## config.mk

```make
export PLATFORM = sky130hd
export DESIGN_NAME = mbist_sequencer
export DESIGN_NICKNAME = d
export VERILOG_FILES = /design/src/rtl/mbist_sequencer.sv
export SDC_FILE = /design/constraint.sdc
export NUM_CORES = 1
export LEC_CHECK = 0
export CAP_MARGIN = 20
export CORE_UTILIZATION = 53
export DETAILED_ROUTE_END_ITERATION = 10
export GPL_TIMING_DRIVEN = 0
export PLACE_DENSITY = 0.8
export SYNTH_ARGS = -nofsm -noshare
export SYNTH_HDL_FRONTEND = slang
export SYNTH_SLANG_ARGS = --single-unit
```

## constraint.sdc

```tcl
create_clock -name clk -period 3.9 [get_ports clk]
set_input_delay 0.39 -clock clk [delete_from_list [all_inputs] [get_ports clk]]
set_output_delay 0.39 -clock clk [all_outputs]
set_load 0.02 [all_outputs]
```

## src/rtl/mbist_sequencer.sv

```systemverilog
// MBIST run controller: launches March C, March A and APNPSF in order and tracks the fault budget.
// Optional watchdog per algorithm is compiled in when MBIST_WATCHDOG_EN is defined.
module mbist_sequencer #(
  parameter int unsigned          ADDR_WIDTH = 16,
  parameter int unsigned          TMO_WIDTH  = 24,
  parameter logic [TMO_WIDTH-1:0] TMO_LIMIT  = 24'hFFFFFF
) (
  input  logic                  clk,
  input  logic                  rst_n,
  input  logic                  start,
  input  logic [2:0]            algo_sel,
  input  logic                  error_exceed_ignore,
  input  logic [ADDR_WIDTH-1:0] allowable_faulty,
  input  logic                  error,
  input  logic                  marchc_complete,
  input  logic                  marcha_complete,
  input  logic                  apnpsf_complete,
  output logic                  marchc_en,
  output logic                  marcha_en,
  output logic                  apnpsf_en,
  output logic                  force_terminate,
  output logic                  busy,
  output logic                  done,
  output logic                  fail,
  output logic                  timeout,
  output logic [ADDR_WIDTH-1:0] fail_count,
  output logic [1:0]            cur_algo
);

  typedef enum logic [2:0] {S_IDLE, S_LAUNCH, S_RUN, S_NEXT, S_TERM, S_DONE} state_t;

  state_t                state_reg, state_next;
  logic [2:0]            pending_reg, pending_next;
  logic [ADDR_WIDTH-1:0] budget_reg, budget_next;
  logic [ADDR_WIDTH-1:0] fail_count_reg, fail_count_next;
  logic [1:0]            cur_algo_reg, cur_algo_next;
  logic                  fail_reg, fail_next;
  logic                  timeout_reg, timeout_next;
  logic [2:0]            en_vec, complete_vec;
  logic                  active_complete, tmo_hit;

  assign complete_vec = {apnpsf_complete, marcha_complete, marchc_complete};

  // Enable bit gi belongs to cur_algo code gi+1; only that algorithm's complete counts.
  genvar gi;
  generate
    for (gi = 0; gi < 3; gi++) begin : g_en
      assign en_vec[gi] = (state_reg == S_RUN) && (cur_algo_reg == 2'(gi + 1));
    end
  endgenerate
  assign active_complete = |(en_vec & complete_vec);

`ifdef MBIST_WATCHDOG_EN
  logic [TMO_WIDTH-1:0] tmo_reg;

  always_ff @(posedge clk) begin
    if (!rst_n)                  tmo_reg <= '0;
    else if (state_reg == S_LAUNCH) tmo_reg <= '0;
    else if (state_reg == S_RUN)    tmo_reg <= tmo_reg + 1'b1;
  end

  // A complete arriving on the limit cycle still wins over the timeout.
  assign tmo_hit = (state_reg == S_RUN) && (tmo_reg == TMO_LIMIT - 1'b1) && !active_complete;
  assign timeout = timeout_reg;
`else
  assign tmo_hit = 1'b0;
  assign timeout = 1'b0;
`endif

  always_ff @(posedge clk) begin
    if (!rst_n) begin
      state_reg      <= S_IDLE;
      pending_reg    <= '0;
      budget_reg     <= '0;
      fail_count_reg <= '0;
      cur_algo_reg   <= '0;
      fail_reg       <= 1'b0;
      timeout_reg    <= 1'b0;
    end else begin
      state_reg      <= state_next;
      pending_reg    <= pending_next;
      budget_reg     <= budget_next;
      fail_count_reg <= fail_count_next;
      cur_algo_reg   <= cur_algo_next;
      fail_reg       <= fail_next;
      timeout_reg    <= timeout_next;
    end
  end

  always_comb begin
    state_next      = state_reg;
    pending_next    = pending_reg;
    budget_next     = budget_reg;
    fail_count_next = fail_count_reg;
    cur_algo_next   = cur_algo_reg;
    fail_next       = fail_reg;
    timeout_next    = timeout_reg;
    case (state_reg)
      S_IDLE, S_DONE: begin
        if (start) begin
          pending_next    = algo_sel;
          budget_next     = allowable_faulty;
          fail_count_next = '0;
          fail_next       = 1'b0;
          timeout_next    = 1'b0;
          cur_algo_next   = 2'd0;
          state_next      = (algo_sel == 3'b000) ? S_DONE : S_LAUNCH;
        end
      end
      S_LAUNCH: begin
        if (pending_reg[0]) begin
          cur_algo_next   = 2'd1;
          pending_next[0] = 1'b0;
        end else if (pending_reg[1]) begin
          cur_algo_next   = 2'd2;
          pending_next[1] = 1'b0;
        end else begin
          cur_algo_next   = 2'd3;
          pending_next[2] = 1'b0;
        end
        state_next = S_RUN;
      end
      S_RUN: begin
        if (error && (fail_count_reg != '1))
          fail_count_next = fail_count_reg + 1'b1;
        // Overrun uses the count including this cycle's error and beats a same-cycle complete.
        if (((fail_count_next > budget_reg) && !error_exceed_ignore) || tmo_hit) begin
          state_next = S_TERM;
          if (tmo_hit) timeout_next = 1'b1;
        end else if (active_complete) begin
          state_next = S_NEXT;
        end
      end
      S_NEXT: begin
        if (pending_reg != 3'b000) begin
          state_next = S_LAUNCH;
        end else begin
          state_next    = S_DONE;
          cur_algo_next = 2'd0;
          fail_next     = (fail_count_reg > budget_reg) | timeout_reg;
        end
      end
      S_TERM: begin
        state_next    = S_DONE;
        cur_algo_next = 2'd0;
        fail_next     = (fail_count_reg > budget_reg) | timeout_reg;
      end
      default: state_next = S_IDLE;
    endcase
  end

  always_comb begin
    {apnpsf_en, marcha_en, marchc_en} = en_vec;
    force_terminate = (state_reg == S_TERM);
    busy            = (state_reg == S_LAUNCH) || (state_reg == S_RUN) ||
                      (state_reg == S_NEXT)   || (state_reg == S_TERM);
    done            = (state_reg == S_DONE);
    fail            = fail_reg;
    fail_count      = fail_count_reg;
    cur_algo        = cur_algo_reg;
  end

endmodule

```

After elaboration in Yosys (flattened, before gate mapping) --
Index checks and enable logic that the tools add are counted.
Cells by class: add/subtract/negate cells 1, multipliers 0, divide/modulo/power cells 0, $lt $le $gt $ge 2, equality and inequality tests 14, shifts and indexed selects 0, mux-type cells 22, bitwise operators 1, reductions and logical operators 26
Operators by type and width (number):
- 16-bit 2-to-1 mux | 3
- 16-bit > comparator | 2
- 16-bit one-hot mux with 2 select lines | 1
- 3-bit 2-to-1 mux | 6
- 16-bit by 1-bit adder with 16-bit output, second input constant | 1
- 16-bit != test, second input constant | 1
- 3-bit one-hot mux with 5 select lines | 1
- 3-bit AND reduction | 3
- 2-bit 2-to-1 mux | 4
- 2-bit != test, second input constant | 4
- 2-bit one-hot mux with 4 select lines | 1
- 2-bit AND reduction | 4
- 3-bit by 2-bit == test with 1-bit output, second input constant | 2
- 3-bit == test, second input constant | 2
- 3-bit logical NOT | 2
- 3-bit one-hot mux with 2 select lines | 1
- 3-bit nonzero test | 2
- 1-bit logical AND | 5
- 2-bit == test, second input constant | 2
- 1-bit 2-to-1 mux | 4
- 4-bit AND reduction | 1
- 2-bit nonzero test | 2
- 4-bit nonzero test | 1
- 3-bit bitwise AND | 1
- 8 further kinds | 10
Storage, ports and cells: register bits 41, latch bits 0, memory bits (writable) 0, bits in read-only memories 0, input port bits 27, output and inout port bits 26, word-level logic and storage cells 74, memories 0

Logic depth before layout (Yosys ltp) --
depth in word-level cells 8, mapped depth 13, gate-level depth less buffers 13

Least setup slack after synthesis --
Ideal clock, no wire load.
kind register -> register, start register fail_count_reg[5] (netlist: fail_count[5]), end register state_reg[2], setup time 120 ps, arrival time 3065 ps, slack 716 ps, stages on the path, launching flop included 14, clock period less this slack 3184 ps, path through dfxtp_1 > buf_6 > and4_4 > nand3_4 > nor4_4 > nand3_2 > xnor2_1 > ha_1 > nand4_1 > nor2_1 > a221o_1 > o31ai_2 > nor2_1 > o31a_1
On the way: longest elaborated chain between the ends 8, elaborated cells between the ends (all ways) 11, those cells by class 1 x add/sub; 1 x order compare; 2 x eq/ne; 4 x mux; 3 x reduce/logical
Ends and longest elaborated chain:
- from (decl) | RTL line 35 | logic [ADDR_WIDTH-1:0] fail_count_reg, fail_count_next;
- from (signal assigned) | RTL line 83 | fail_count_reg <= fail_count_next;
- parallel branches: the longest is 2 deep, another holds 16-bit by 1-bit adder with 16-bit output
- 16-bit 2-to-1 mux * | RTL line 124 | if (error && (fail_count_reg != '1))
- 16-bit 2-to-1 mux * | RTL line 98 | case (state_reg)
- 16-bit > comparator * | RTL line 127 | if (((fail_count_next > budget_reg) && !error_exceed_ignore) || tmo_hit) begin
- 1-bit logical AND * | RTL line 127
- 3-bit 2-to-1 mux or 3-bit by 2-bit != test with 1-bit output (tied branches)
- 3-bit one-hot mux with 5 select lines or 2-bit AND reduction (tied branches)
- to (signal assigned) | RTL line 80 | state_reg <= state_next;
- to (decl) | RTL line 32 | state_t state_reg, state_next;
Mark *: on every way between the ends. The select of a mux whose other input is x is not followed. A chain may end at the register's enable or synchronous reset.

Worst setup path after layout --
start register fail_count_reg[0] (netlist: fail_count[0]), end register state_reg[2]
Same word-level chain as after synthesis.

==> summary.md <==
| Metric | Value |
|---|---|
| Status | `completed` |
| Ranking of synthesized cells by area | `dfxtp_1 (27%), ha_1 (14%), nand2_1 (6.2%)` |
| CP required | `just over 4 ns` |
| Yosys warnings | `0` |
| Antenna violations before repair | `0` |
| RSZ-0062 raised after global routing | `no` |
| Cell Int Power | `approximately 1.1 mW` |
| Mapped Area | `~3000 µm²` |
| Final-stage net count | `roughly 480` |
| Tmin final | `approximately 3.6 ns` |
| DIE WIDTH | `between 70 and 80 µm` |
| Flops & latches, synth | `41` |
| Fin Setup TNS | `0 ns` |
| Via/cell ratio | `just under 6` |
| Dpl cells | `489` |
| Pin count of the biggest net entering global routing | `14` |
| Clk root buf | `clkbuf_8` |
| Grt met3 use | `0.04235` |
| Critical Path Source Type | `flop` |
| Yosys cell types | `65` |
| Core area | `5507 µm²` |
| Most used routing layer | `met2` |
| Final Skew | `around 0.0056 ns` |
| Synth top cells by count | `nand2_1 (50), dfxtp_1 (41), a21oi_1 (36)` |
| Worst-Skew Late Latency | `between 0.2 and 0.3 ns` |
| Dpl hpwl | `5861 µm` |
| Iter 0 DRT Violations | `137` |
| Leak Pwr | `1.480 nW` |
| Clock power share | `0.235` |
| Max IR drop VDD | `between 0.5 and 0.6 mV` |
| Area Growth Syn to Fin | `24.40%` |
| Hold Path Class | `flop to flop` |
| Worst Path Arrival | `3.75 ns` |
| Number of clock sinks | `between 40 and 50` |
| All-layer global routing usage | `0.2668` |
| Vias in the first global route | `roughly 2.8k` |
| Post-CTS Setup Bufs | `0` |
| Die area | `~6000 µm²` |
| Reg clk slew, reported paths | `0.08 ns` |
| DR vias | `about 2.9k` |
| Post-detailed-routing wire length | `7592 µm` |
| Post-synthesis async set-or-reset flop share | `0` |
| Critical Path Fanout Max | `8` |
| Sw power | `around 670 µW` |
| M2 GR Usage | `0.4611` |
| Max Cap Violations | `0` |
| Primary FF master, synth | `dfxtp_1` |
| WL per Instance | `between 15 and 20 µm` |
| Final non-filler cell total | `~500` |
| Worst Max-Slew Pin Slew | `roughly 0.72 ns` |
| CTS Buf Count | `5` |
| Maximum root-to-sink buffer count | `2` |
| PostCTS Resize Cnt | `0` |
| Switching share of total power | `0.3884` |
| DR pass1 iterations | `6` |
| N_diodes | `0` |
| Die height | `77.37 µm` |
| Grt ovf | `0` |
| H-Tree Depth | `2` |
| Endpoints failing setup | `0` |
| M1 GR Usage | `0.3326` |
| Pwr/cell area | `about 460 nW/µm²` |
| # fillers | `495` |
| Logic pwr share | `0.456` |
| # IOs | `53` |
| Crit Path Class | `flop to flop` |
| Synth Instances | `approximately 370` |
| Post-route antenna net violation count | `0` |
| Final Hold Viols | `0` |
| Post-synth top area cell | `dfxtp_1` |
| Global-route wire length before repair | `12,890 µm` |
| CTS tree | `done` |
| Seq pwr share | `0.309` |
| Residual DRC count | `0` |
| Fin crit share | `0.9165` |
| Max-slew violations | `0` |
| Number of port buffers | `51` |
| Syn avg cell area | `roughly 8 µm²` |
| Fmax achieved | `279.8 MHz` |
| Initial Util | `0.5467` |
| Final GP Congestion | `~0.91` |
| Register area share after synthesis | `0.2727` |
| Crit. End Element | `flop` |
| Slew headroom | `0.5210` |
| Layout cells sized above 1 | `0.09647` |
| Top-count cell post-synth | `nand2_1` |
| Synth top area share | `0.2727` |
| Hold buffer count at CTS | `0` |
| Number of synthesized flops with an enable pin | `0` |
| Row count | `27` |
| Syn Nets | `roughly 430` |
-- placed cells by master, fill, tap and decap left out, types with 3 or more instances in the layout --
cell,n
o21ai_0,7
o21ai_1,11
ha_1,33
xor2_1,3
mux2i_1,3
nand2_1,50
clkbuf_1,5
and3_1,4
nor4_1,4
nor2_1,24
clkbuf_8,7
dfxtp_1,41
nand4_1,10
nand3_1,12
inv_1,21
nor3_1,4
nand3_2,3
a21oi_1,36
xnor2_1,12
a31oi_1,7
a21o_1,6
buf_6,6
clkdlybuf4s50_1,51
o31ai_1,5
-- cell families (layout without fill, tap and decap cells) --
logic type	count (synthesis)	in the layout	synth area share
AOI/OAI and AO/OA	95	95	0.2012
muxes	4	4	0.01372
other	1	1	0.001246
buffers and inverters	40	99	0.07564
xor gates and xnor gates	15	15	0.04364
and+or+nand+nor	137	137	0.2548
DFF	41	41	0.2727
adders and majority gates	33	33	0.1372
-- worst paths after layout --
kind / slack, ns / startpoint / depth (start not counted) / to
setup / recovery: 0.33 / fail_count[0]$_SDFFE_PN0P_ / 12 / state_reg[2]$_SDFFE_PN0P_
hold / removal: 0.46 / budget_reg[10]$_SDFFE_PN0P_ / 2 / budget_reg[10]$_SDFFE_PN0P_
setup reg to reg: 0.33 / fail_count[0]$_SDFFE_PN0P_ / 12 / state_reg[2]$_SDFFE_PN0P_
hold reg to reg: 0.46 / budget_reg[10]$_SDFFE_PN0P_ / 2 / budget_reg[10]$_SDFFE_PN0P_
-- layer usage --
metal  vias up  wire length, µm
li1       1434                -
met2        95             3678
met1      1334             3373
met4         0              163
met3        18              376
met5         -                0
-- worst max-delay path: stages (launching register included) --
cell     delay, ns
dfxtp_1       0.50
ha_1          0.29
nand4_1       0.28
nor3_4        0.37
nand3_1       0.19
xnor2_1       0.16
ha_1          0.32
nand4_1       0.20
nor2_1        0.06
a221o_1       0.35
o31ai_2       0.41
nor2_1        0.09
o31a_1        0.26
-- through the flow --
| stage | power [mW] | util | hold slack [ns] | area, µm² | setup slack (ns) |
|---|---|---|---|---|---|
| final | 1.729 | 0.6801 | 0.4585 | 3745 | 0.3258 |
| after global routing | 1.851 | 0.6801 | 0.4835 | 3745 | 0.01173 |
| after CTS | 1.731 | 0.6801 | 0.4622 | 3745 | 0.3495 |
| after detailed placement | 1.322 | 0.6558 | 0.4503 | 3611 | 0.07883 |
| after global placement | 1.302 | 0.6558 | 0.4438 | 3611 | 0.09596 |
| after floorplan | 1.080 | - | 0.4363 | 3010 | 0.7157 |
-- power by group through the flow --
stage / sequential, mW / combinational, mW / clock, mW
after floorplan: 0.541 / 0.539 / 0
after global placement: 0.540 / 0.763 / 0
after global routing: 0.543 / 0.877 / 0.431
final: 0.534 / 0.788 / 0.407
after CTS: 0.533 / 0.785 / 0.413
after detailed placement: 0.543 / 0.780 / 0
-- final cells by class --
| cell class | instances | area (µm²) | share of cell area |
|---|---|---|---|
| clock inverters | 3 | 65.06 | 0.01737 |
| plain buffers | 19 | 148.9 | 0.03976 |
| inverters | 21 | 78.83 | 0.02105 |
| well taps | 72 | 90.09 | 0.02406 |
| flip-flops and latches | 41 | 820.8 | 0.2192 |
| repair buffers | 51 | 510.5 | 0.1363 |
| clock buffers | 5 | 68.82 | 0.01838 |
| multi-input cells | 285 | 1962 | 0.5239 |
No activity file was read; power rests on OpenSTA's default activity.
